===== config.mk =====
export PLATFORM = sky130hd
export DESIGN_NAME = pled_pwm_multi
export DESIGN_NICKNAME = d
export VERILOG_FILES = /design/src/rtl/pled_pkg.sv /design/src/rtl/pled_tick_gen.sv /design/src/rtl/pled_pwm_multi.sv
export SDC_FILE = /design/constraint.sdc
export NUM_CORES = 1
export LEC_CHECK = 0
export CAP_MARGIN = 20
export CORE_MARGIN = 10
export CORE_UTILIZATION = 50
export DETAILED_ROUTE_END_ITERATION = 6
export PLACE_DENSITY = 0.7
export SETUP_SLACK_MARGIN = 0.2
export SLEW_MARGIN = 20
export SYNTH_ARGS = -nofsm -noshare
export SYNTH_HDL_FRONTEND = slang
export SYNTH_HIERARCHICAL = 1
export SYNTH_SLANG_ARGS = --single-unit
export TNS_END_PERCENT = 10

===== constraint.sdc =====
create_clock -name clk -period 8 [get_ports clk]
set_clock_uncertainty 0.1 [all_clocks]
set_input_delay 1.6 -clock clk [delete_from_list [all_inputs] [get_ports clk]]
set_output_delay 1.6 -clock clk [all_outputs]
set_load 0.01 [all_outputs]

===== src/rtl/pled_pkg.sv =====
// pled_pkg: shared types and width helpers for the power-LED PWM driver.
//   mode_t      global output mode (OFF / STATIC / BREATHE / BLINK)
//   clog2_min1  counter width helper that never returns 0
package pled_pkg;

  localparam int unsigned MODE_W = 2;

  typedef enum logic [MODE_W-1:0] {
    MODE_OFF     = 2'b00,
    MODE_STATIC  = 2'b01,
    MODE_BREATHE = 2'b10,
    MODE_BLINK   = 2'b11
  } mode_t;

  // Width needed to hold 0..v-1; at least one bit so v=1 still yields a legal vector.
  function automatic int unsigned clog2_min1(input int unsigned v);
    return (v > 1) ? int'($clog2(v)) : 1;
  endfunction

endpackage


===== src/rtl/pled_tick_gen.sv =====
// pled_tick_gen: PWM tick prescaler. Counts 0..CLK_DIV-1 while enabled and
// pulses tick_c for one cycle at the CLK_DIV-1 count.
//   clk     system clock
//   rst     synchronous reset, active-high
//   en      run enable; low clears the prescaler
//   tick_c  combinational one-cycle tick pulse
module pled_tick_gen
  import pled_pkg::*;
#(
  parameter int unsigned CLK_DIV = 2700
) (
  input  logic clk,
  input  logic rst,
  input  logic en,
  output logic tick_c
);

  localparam int unsigned         PSC_W    = clog2_min1(CLK_DIV);
  localparam logic [PSC_W-1:0]    PSC_LAST = PSC_W'(CLK_DIV - 1);

  logic [PSC_W-1:0] psc_q, psc_d;

  // Next prescaler count: wraps at CLK_DIV-1, held at 0 while disabled.
  always_comb begin
    psc_d = psc_q;
    if (!en) begin
      psc_d = '0;
    end else if (psc_q == PSC_LAST) begin
      psc_d = '0;
    end else begin
      psc_d = psc_q + PSC_W'(1);
    end
  end

  always_ff @(posedge clk) begin
    if (rst) begin
      psc_q <= '0;
    end else begin
      psc_q <= psc_d;
    end
  end

  assign tick_c = en && (psc_q == PSC_LAST);

endmodule


===== src/rtl/pled_pwm_multi.sv =====
// pled_pwm_multi: N-channel PWM driver for the power-LED Pmod with global
// OFF / STATIC / BREATHE / BLINK modes, prescaled tick and per-period shadowed
// duty/mode so input changes never glitch a running period.
//   clk           system clock
//   rst           synchronous reset, active-high
//   en            run enable; low clears and restarts the engine
//   mode          00 OFF, 01 STATIC, 10 BREATHE, 11 BLINK
//   duty          channel c duty at [c*PWM_W +: PWM_W]
//   pwm_out       registered PWM outputs, active-high
//   period_start  one-cycle pulse in the cycle the counter becomes 0
//   breath_level  current triangle breath envelope level
// Build option: PLED_GAMMA_EN applies a square-law gamma to the effective duty.
module pled_pwm_multi
  import pled_pkg::*;
#(
  parameter int unsigned CLK_DIV  = 2700,
  parameter int unsigned PWM_W    = 8,
  parameter int unsigned N_CH     = 3,
  parameter int unsigned STEP_DIV = 1
) (
  input  logic                    clk,
  input  logic                    rst,
  input  logic                    en,
  input  logic [1:0]              mode,
  input  logic [N_CH*PWM_W-1:0]   duty,
  output logic [N_CH-1:0]         pwm_out,
  output logic                    period_start,
  output logic [PWM_W-1:0]        breath_level
);

  localparam int unsigned        PROD_W    = 2 * PWM_W;
  localparam int unsigned        STEP_W    = clog2_min1(STEP_DIV);
  localparam logic [PWM_W-1:0]   LVL_MAX   = '1;
  localparam logic [PWM_W-1:0]   CNT_LAST  = LVL_MAX - PWM_W'(1);
  localparam logic [STEP_W-1:0]  STEP_LAST = STEP_W'(STEP_DIV - 1);

  logic                    tick_c;
  logic [PWM_W-1:0]        cnt_q, cnt_d;
  logic [PWM_W-1:0]        lvl_q, lvl_d;
  logic                    dir_dn_q, dir_dn_d;
  logic [STEP_W-1:0]       step_q, step_d;
  logic                    started_q, started_d;
  mode_t                   mode_sh_q, mode_sh_d;
  logic [N_CH*PWM_W-1:0]   duty_sh_q, duty_sh_d;
  logic [N_CH-1:0]         pwm_out_q, pwm_out_d;
  logic                    period_start_q, period_start_d;

  pled_tick_gen #(
    .CLK_DIV (CLK_DIV)
  ) u_tick_gen (
    .clk    (clk),
    .rst    (rst),
    .en     (en),
    .tick_c (tick_c)
  );

  // Period counter, breath envelope and shadow capture.
  always_comb begin
    cnt_d          = cnt_q;
    lvl_d          = lvl_q;
    dir_dn_d       = dir_dn_q;
    step_d         = step_q;
    started_d      = started_q;
    mode_sh_d      = mode_sh_q;
    duty_sh_d      = duty_sh_q;
    period_start_d = 1'b0;
    if (!en) begin
      cnt_d     = '0;
      lvl_d     = '0;
      dir_dn_d  = 1'b0;
      step_d    = '0;
      started_d = 1'b0;
      mode_sh_d = MODE_OFF;
      duty_sh_d = '0;
    end else if (tick_c) begin
      started_d = 1'b1;
      if (cnt_q == CNT_LAST) begin
        cnt_d          = '0;
        period_start_d = 1'b1;
        if (step_q == STEP_LAST) begin
          step_d = '0;
          // Triangle: each endpoint is visited once, direction flips on arrival.
          if (!dir_dn_q) begin
            lvl_d = lvl_q + PWM_W'(1);
            if (lvl_d == LVL_MAX) dir_dn_d = 1'b1;
          end else begin
            lvl_d = lvl_q - PWM_W'(1);
            if (lvl_d == '0) dir_dn_d = 1'b0;
          end
        end else begin
          step_d = step_q + STEP_W'(1);
        end
      end else begin
        cnt_d = cnt_q + PWM_W'(1);
      end
      // The first tick after a (re)start also loads, so the opening period is live.
      if (period_start_d || !started_q) begin
        mode_sh_d = mode_t'(mode);
        duty_sh_d = duty;
      end
    end
  end

  // Per-channel effective duty, evaluated on next-state values so pwm_out
  // moves on the same edge as the counter.
  for (genvar c = 0; c < N_CH; c++) begin : g_ch
    logic [PWM_W-1:0] duty_ch;
    logic [PWM_W-1:0] lin_c;
    logic [PWM_W-1:0] eff_c;

    assign duty_ch = duty_sh_d[c*PWM_W +: PWM_W];

    always_comb begin
      lin_c = '0;
      case (mode_sh_d)
        MODE_OFF:     lin_c = '0;
        MODE_STATIC:  lin_c = duty_ch;
        MODE_BREATHE: lin_c = PWM_W'((PROD_W'(duty_ch) * PROD_W'(lvl_d)) >> PWM_W);
        MODE_BLINK:   lin_c = dir_dn_d ? '0 : duty_ch;
        default:      lin_c = '0;
      endcase
    end

`ifdef PLED_GAMMA_EN
    // Full scale stays full on; otherwise square law.
    assign eff_c = (lin_c == LVL_MAX) ? LVL_MAX
                                      : PWM_W'((PROD_W'(lin_c) * PROD_W'(lin_c)) >> PWM_W);
`else
    assign eff_c = lin_c;
`endif

    assign pwm_out_d[c] = (cnt_d < eff_c);
  end

  always_ff @(posedge clk) begin
    if (rst) begin
      cnt_q          <= '0;
      lvl_q          <= '0;
      dir_dn_q       <= 1'b0;
      step_q         <= '0;
      started_q      <= 1'b0;
      mode_sh_q      <= MODE_OFF;
      duty_sh_q      <= '0;
      pwm_out_q      <= '0;
      period_start_q <= 1'b0;
    end else begin
      cnt_q          <= cnt_d;
      lvl_q          <= lvl_d;
      dir_dn_q       <= dir_dn_d;
      step_q         <= step_d;
      started_q      <= started_d;
      mode_sh_q      <= mode_sh_d;
      duty_sh_q      <= duty_sh_d;
      pwm_out_q      <= pwm_out_d;
      period_start_q <= period_start_d;
    end
  end

  assign pwm_out      = pwm_out_q;
  assign period_start = period_start_q;
  assign breath_level = lvl_q;

endmodule


==> flow_summary.yaml, run 1 <==
setup_path:
  crit_end: "pwm_out[1]"
  r2r_end: "pwm_out[1]"
  crit_slowest_cell: "fa_1"
  arrival_ps: 8170
  ff2ff_setup_slack_ps: 410
  worstPathRequired_ps: 8180
  crit_type: "in -> reg"
  cp_common_cell: "fa_1"
  reg2reg_depth: 31
  crit_path_max_incr_delay_ps: 490
  rr_startpoint: "u_tick_gen/psc_q[8]"
  end_kind: "register"
  start_kind: "input port"
  crit_fanout: 12
  crit_start: "en"
logic_synthesis:
  syn_avg_cell_area_um2: 8.14
  synth_seq_cells: 60
  yosys_warnings: 6
  synthMostInstantiatedCell: "nor2_1"
  synthArstFlopShare_pct: 0
  synth_area_mm2: 0.00929
  synth_adder_area_share_pct: 39.7
  synth_edf_count: 0
  synth_commonest_cells: "217 x nor2_1, 170 x inv_1, 127 x ha_1"
  synth_simple_gate_area_share_pct: 21.8
  synthMuxAreaShare_pct: 3.28
  synth_compound_area_share_pct: 9.67
  synth_xor_area_share_pct: 3.58
  synth_area_leaders: "fa_1 23%, ha_1 17%, dfxtp_1 13%"
  netlist.area_leader.share_pct: 22.6
  ys_types: 66
  syn_nets: 1403
  synth_top_family_by_area: "adder cells"
  netlist_instances: 1142
  yosysTopAreaCell: "fa_1"
  ys_seq_area_share_pct: 12.9
  synth-main-ff-cell: "dfxtp_1"
route:
  drt-total-wl_um: 27200
  drt-vias-per-instance: 5.60
  first_pass_iters: 5
  drt_iter0_drc: 728
  drt-wirelength-per-cell_um: 17.8
  vias: 8556
  drc: 0
  antenna_left: 0
die:
  die_w_um: 156
  io_pins: 41
  rows: 49
  dieHeight_um: 156
  die-area_mm2: 0.0244
  initial_core_util_pct: 51.2
  coreArea_mm2: 0.0181
timing:
  tightest_slew_ps: 979
  rsz0062_at_grt: "true"
  maxSlewViolCount: 0
  max_freq_mhz: 125
  hold_viol: 0
  layout_min_cycle_time_ps: 7980
  finalSetupTns_ps: 0
  final.period_utilization_pct: 99.8
  layout_setup_ws_ps: 15.1
  setup_violations: 0
  relSlewSlack_pct: 34.3
worst_hold_path:
  hold_path.class: "reg -> reg"
cts:
  root_buffer: "clkbuf_16"
  clk_latency_ps: 350
  path_clk_slew_ps: 60
  cts_sinks: 60
  cts_tree: "built"
  cts_made_buffers: 9
  clockBufferDepth: 2
  htree_levels: 3
final_layout:
  drive_gt1_share_pct: 18.2
  antennaDiodeCount: 0
  register_area_mm2: 0.00120
  stdcell_count: 1527
  multi_input_area_mm2: 0.00754
  area_growth_pct: 24.4
  final_cell_area_mm2: 0.0116
  nFillCells: 1546
  nNetsFinal: 1554
placed_design:
  portBuffers: 40
  placed_cells: 1497
  placed_area_mm2: 0.0110
  hpwl_um: 21200
  gp_congestion: 0.928
  dp_slack_ps: -537
global_route:
  grt_max_degree: 46
  grt_pass1_vias: 8571
  grt_pass1_wl_um: 43800
  antenna_found_initial: 0
  track_usage_pct: 22.5
  overflow: 0
pwr:
  power.leakage_nw: 5.43
  p_total_uw: 770
  power_density_mw_per_mm2: 66.6
  ir_drop_uv: 102
outcome:
  status: "finished, final reports clean"
flow_run:
  max_cap_viol_count: 0
-- where the power goes --
group	switching (mW)	total, mW	internal (mW)
clock network	0.160	0.434	0.274
logic	0.0206	0.0361	0.0155
registers	0.000558	0.300	0.299
-- sequential cells by signal (all words and copies together), names as in the netlist --
register / cells
pwm_out: 3
mode_sh_q: 2
cnt_q: 8
duty_sh_q: 24
period_start: 1
started_q: 1
breath_level: 8
dir_dn_q: 1
u_tick_gen/psc_q: 12
-- stage by stage --
stage               hold WS, ps  utilization [%]
global route                402             63.7
CTS                         361             63.1
floorplan                   331                -
global placement            341             60.4
detailed placement          347             60.4
finish                      382             63.7
-- layout make-up --
class / instances / share of cell area (%)
sequential: 60 / 10.4
clock buffer: 9 / 1.95
clock inverter: 7 / 0.855
inverter: 170 / 5.58
multi-input combinational: 863 / 65.2
tap: 229 / 2.48
timing repair buffer: 189 / 13.5
-- cell usage in the layout, fill, tap and decap left out, types with 9 or more instances in the layout --
master | Yosys | routed
a21oi_1 | 39 | 32
buf_4 | 2 | 144
clkbuf_16 | 0 | 9
clkdlybuf4s50_1 | 0 | 38
dfxtp_1 | 60 | 60
fa_1 | 105 | 105
ha_1 | 127 | 126
inv_1 | 170 | 168
mux2i_1 | 19 | 14
nand2_1 | 66 | 60
nand2b_1 | 29 | 25
nand3_1 | 21 | 21
nand4_1 | 11 | 11
nor2_1 | 217 | 214
nor3_1 | 24 | 24
o21ai_0 | 23 | 20
or3_1 | 25 | 22
xnor2_1 | 22 | 21
xor2_1 | 16 | 14
-- critical path, delay by kind of cell --
family / cells / cell delay, ps
xor+xnor: 1 / 160
buf+inv: 8 / 780
compound gates: 11 / 2020
simple gates: 5 / 930
mux: 1 / 160
fa+ha+maj: 6 / 2510
-- routing by layer --
| metal | vias to the layer above | part of all wire [%] | global-route usage [%] |
|---|---|---|---|
| li1 | 4026 | - | - |
| met1 | 4106 | 41 | 28.6 |
| met2 | 362 | 48 | 37.2 |
| met3 | 62 | 8.2 | 4.25 |
| met4 | 0 | 3.3 | 8.58 |
| met5 | - | 0 | 0 |
-- worst min-delay path by stage --
stage                          end  depth (start not counted)                start
2_1_floorplan            started_q                          2            started_q
3_3_place_gp             started_q                          2            started_q
3_5_place_dp             started_q                          2            started_q
4_1_cts                  started_q                          2            started_q
5_1_grt                  started_q                          2            started_q
6_report       u_tick_gen/psc_q[0]                          1  u_tick_gen/psc_q[0]
-- what timing repair did --
item / CTS / global route
resized for setup: 22 / 12
hold buffers: 0 / 0
endpoints found under the hold margin: 0 / 0
endpoints found under the setup margin: 3 / 3
pin swaps: 9 / 6
setup buffers: 9 / 4
-- logic make-up (layout without fill, tap and decap cells) --
family	count (synthesis)	after routing
AOI/OAI and AO/OA	129	129
xor gates and xnor gates	38	38
adders and majority gates	232	232
buffers and inverters	219	375
DFF	60	60
muxes	29	29
and+or+nand+nor	435	435
Note: power is estimated with default switching activity, not from simulation.
==> run 2: changes to the inputs <==
--- a/config.mk
+++ b/config.mk
@@ -10,10 +10,9 @@
 export CORE_UTILIZATION = 50
 export DETAILED_ROUTE_END_ITERATION = 6
 export PLACE_DENSITY = 0.7
-export SETUP_SLACK_MARGIN = 0.2
+export SETUP_SLACK_MARGIN = 0.05
 export SLEW_MARGIN = 20
 export SYNTH_ARGS = -nofsm -noshare
 export SYNTH_HDL_FRONTEND = slang
-export SYNTH_HIERARCHICAL = 1
 export SYNTH_SLANG_ARGS = --single-unit
 export TNS_END_PERCENT = 10
==> flow_summary.yaml, run 2 <==
placed_design:
  hpwl_um: 23300
  portBuffers: 40
  gp_congestion: 0.975
  placed_cells: 1550
cts:
  htree_levels: 3
  cts_sinks: 60
  clockBufferDepth: 2
  cts_made_buffers: 9
  root_buffer: "clkbuf_16"
  cts_tree: "built"
  clk_latency_ps: 340
  path_clk_slew_ps: 50
  holdBufCountCts: 0
setup_path:
  worstPathRequired_ps: 8170
  start_kind: "input port"
  end_kind: "register"
  rr_startpoint: "breath_level[5]"
  crit_start: "en"
  crit_type: "in -> reg"
  crit_fanout: 7
  arrival_ps: 7930
route:
  drc: 0
  top_layer: "met4"
  drt-total-wl_um: 29300
  first_pass_iters: 5
  drt_iter0_drc: 691
  dr_wl_met3_um: 2600
  wl_met2_um: 13100
  drt-vias-per-instance: 5.73
  wl_met1_um: 12600
  vias: 9014
  antenna_left: 0
  drt-wirelength-per-cell_um: 18.6
outcome:
  status: "finished, final reports clean"
die:
  initial_core_util_pct: 50.8
  coreArea_mm2: 0.0187
  io_pins: 41
  die_w_um: 158
  die-area_mm2: 0.0249
  rows: 50
  dieHeight_um: 158
final_layout:
  final_common_cell: "nor2_1"
  stdcell_count: 1573
  nNetsFinal: 1593
  reg_top3: "duty_sh_q (24), u_tick_gen.psc_q (12)"
  largest-register: "duty_sh_q"
  drive_gt1_share_pct: 15.4
  nFillCells: 1658
  area_growth_pct: 22.1
  layout_common_cells: "221 x nor2_1, 164 x inv_1, 147 x buf_4, 127 x ha_1, 105 x fa_1"
  largest_reg_flops: 24
timing:
  rsz0062_at_grt: "true"
  relSlewSlack_pct: 35.0
  max_freq_mhz: 129
  setup_violations: 0
  final.period_utilization_pct: 97.0
  whs_ps: 359
  layout_min_cycle_time_ps: 7760
  hold_viol: 0
  tightest_slew_ps: 975
  finalSetupTns_ps: 0
  maxSlewViolCount: 0
logic_synthesis:
  syn_avg_cell_area_um2: 8.08
  synth_seq_cells: 60
  synth_area_leaders: "fa_1 22%, ha_1 17%, dfxtp_1 13%"
  synthArstFlopShare_pct: 0
  syn_nets: 1438
  ys_types: 76
  synth-main-ff-cell: "dfxtp_1"
  netlist.area_leader.share_pct: 22.1
  synth_commonest_cells: "222 x nor2_1, 164 x inv_1, 127 x ha_1"
  yosys_warnings: 0
  ys_seq_area_share_pct: 12.6
  netlist_instances: 1177
  synthMostInstantiatedCell: "nor2_1"
  synth_edf_count: 0
  synth_area_mm2: 0.00951
  yosysTopAreaCell: "fa_1"
global_route:
  antenna_found_initial: 2
  overflow: 0
  grt_pass1_vias: 9117
  track_usage_pct: 24.1
  grt_pass1_wl_um: 47500
  grt_max_degree: 44
pwr:
  power.leakage_nw: 5.65
  power_density_mw_per_mm2: 69.1
  ir_drop_uv: 107
worst_hold_path:
  hold_path.class: "reg -> reg"
  worstHoldStart: "u_tick_gen.psc_q[0]"
flow_run:
  max_cap_viol_count: 0
==> run 2: area by class of cell <==
| type | instances | area (um^2) | share of cell area (%) |
|---|---|---|---|
| Multi-Input combinational cell | 906 | 7580 | 65.3 |
| Tap cell | 234 | 293 | 2.52 |
| Antenna cell | 2 | 5.00 | 0.0431 |
| Sequential cell | 60 | 1200 | 10.3 |
| Timing Repair Buffer | 191 | 1570 | 13.5 |
| Clock inverter | 4 | 95.1 | 0.819 |
| Clock buffer | 12 | 256 | 2.21 |
| Inverter | 164 | 616 | 5.30 |
==> run 2: cells by family (layout without fill, tap and decap cells) <==
group                    after synthesis  in the layout  share of synthesized area (%)
adder cells (fa/ha/maj)              232            232                           38.8
multiplexers                          10             10                           1.21
AND/OR/NAND/NOR                      461            461                           23.0
other                                  0              2                              0
AO/OA/AOI/OAI                        163            163                           12.0
XOR/XNOR                              40             40                           3.68
buffers and inverters                211            371                           8.66
flip-flops                            60             60                           12.6
==> run 2: per-stage QoR <==
step	total power, mW	utilization (%)	instance area, um^2	setup WS, ps
floorplan	0.318	-	9530	43.4
global placement	0.342	59.6	11100	-390
detailed placement	0.342	59.6	11100	-566
CTS	0.807	61.6	11500	78.9
global route	0.823	62.1	11600	-92.1
finish	0.803	62.1	11600	238
==> run 2: report_power, final <==
group	switching (mW)	total [mW]	internal (mW)	leakage [nW]
clock network	0.145	0.466	0.321	0.173
registers	0.000421	0.300	0.299	0.483
logic	0.0206	0.0371	0.0164	4.99
==> run 2: critical path, stage by stage <==
cell,delay [ps]
clkbuf_2,150
inv_1,100
nor3_4,260
buf_6,190
buf_12,130
a21oi_2,60
or3_1,320
fa_1,470
fa_1,540
inv_1,50
fa_1,530
inv_1,60
fa_1,530
inv_1,40
ha_1,280
nand3_1,70
or4_4,440
a211o_1,270
o31a_1,300
a211oi_2,320
nor3_1,80
o32a_1,300
ha_1,180
a21o_1,180
a211oi_2,250
nand2_1,80
o21ai_1,120
==> run 2: timing repair <==
| item | CTS | global route |
|---|---|---|
| resized for setup | 4 | 14 |
| setup buffers | 1 | 4 |
| pin swaps | 1 | 3 |
| setup endpoints to repair | 3 | 3 |
==> run 2: final timing paths <==
kind,slack [ps],depth (start not counted),endpoint
hold / removal,360,1,u_tick_gen.psc_q[0]
hold reg to reg,360,1,u_tick_gen.psc_q[0]
setup reg to reg,370,27,pwm_out[2]
setup / recovery,240,27,pwm_out[2]
==> run 2: per-layer routing <==
layer / global-route usage (%) / up-vias
met5: 0 / -
met4: 7.97 / 0
li1: - / 4232
met2: 38.5 / 407
met3: 4.34 / 79
met1: 32.3 / 4296
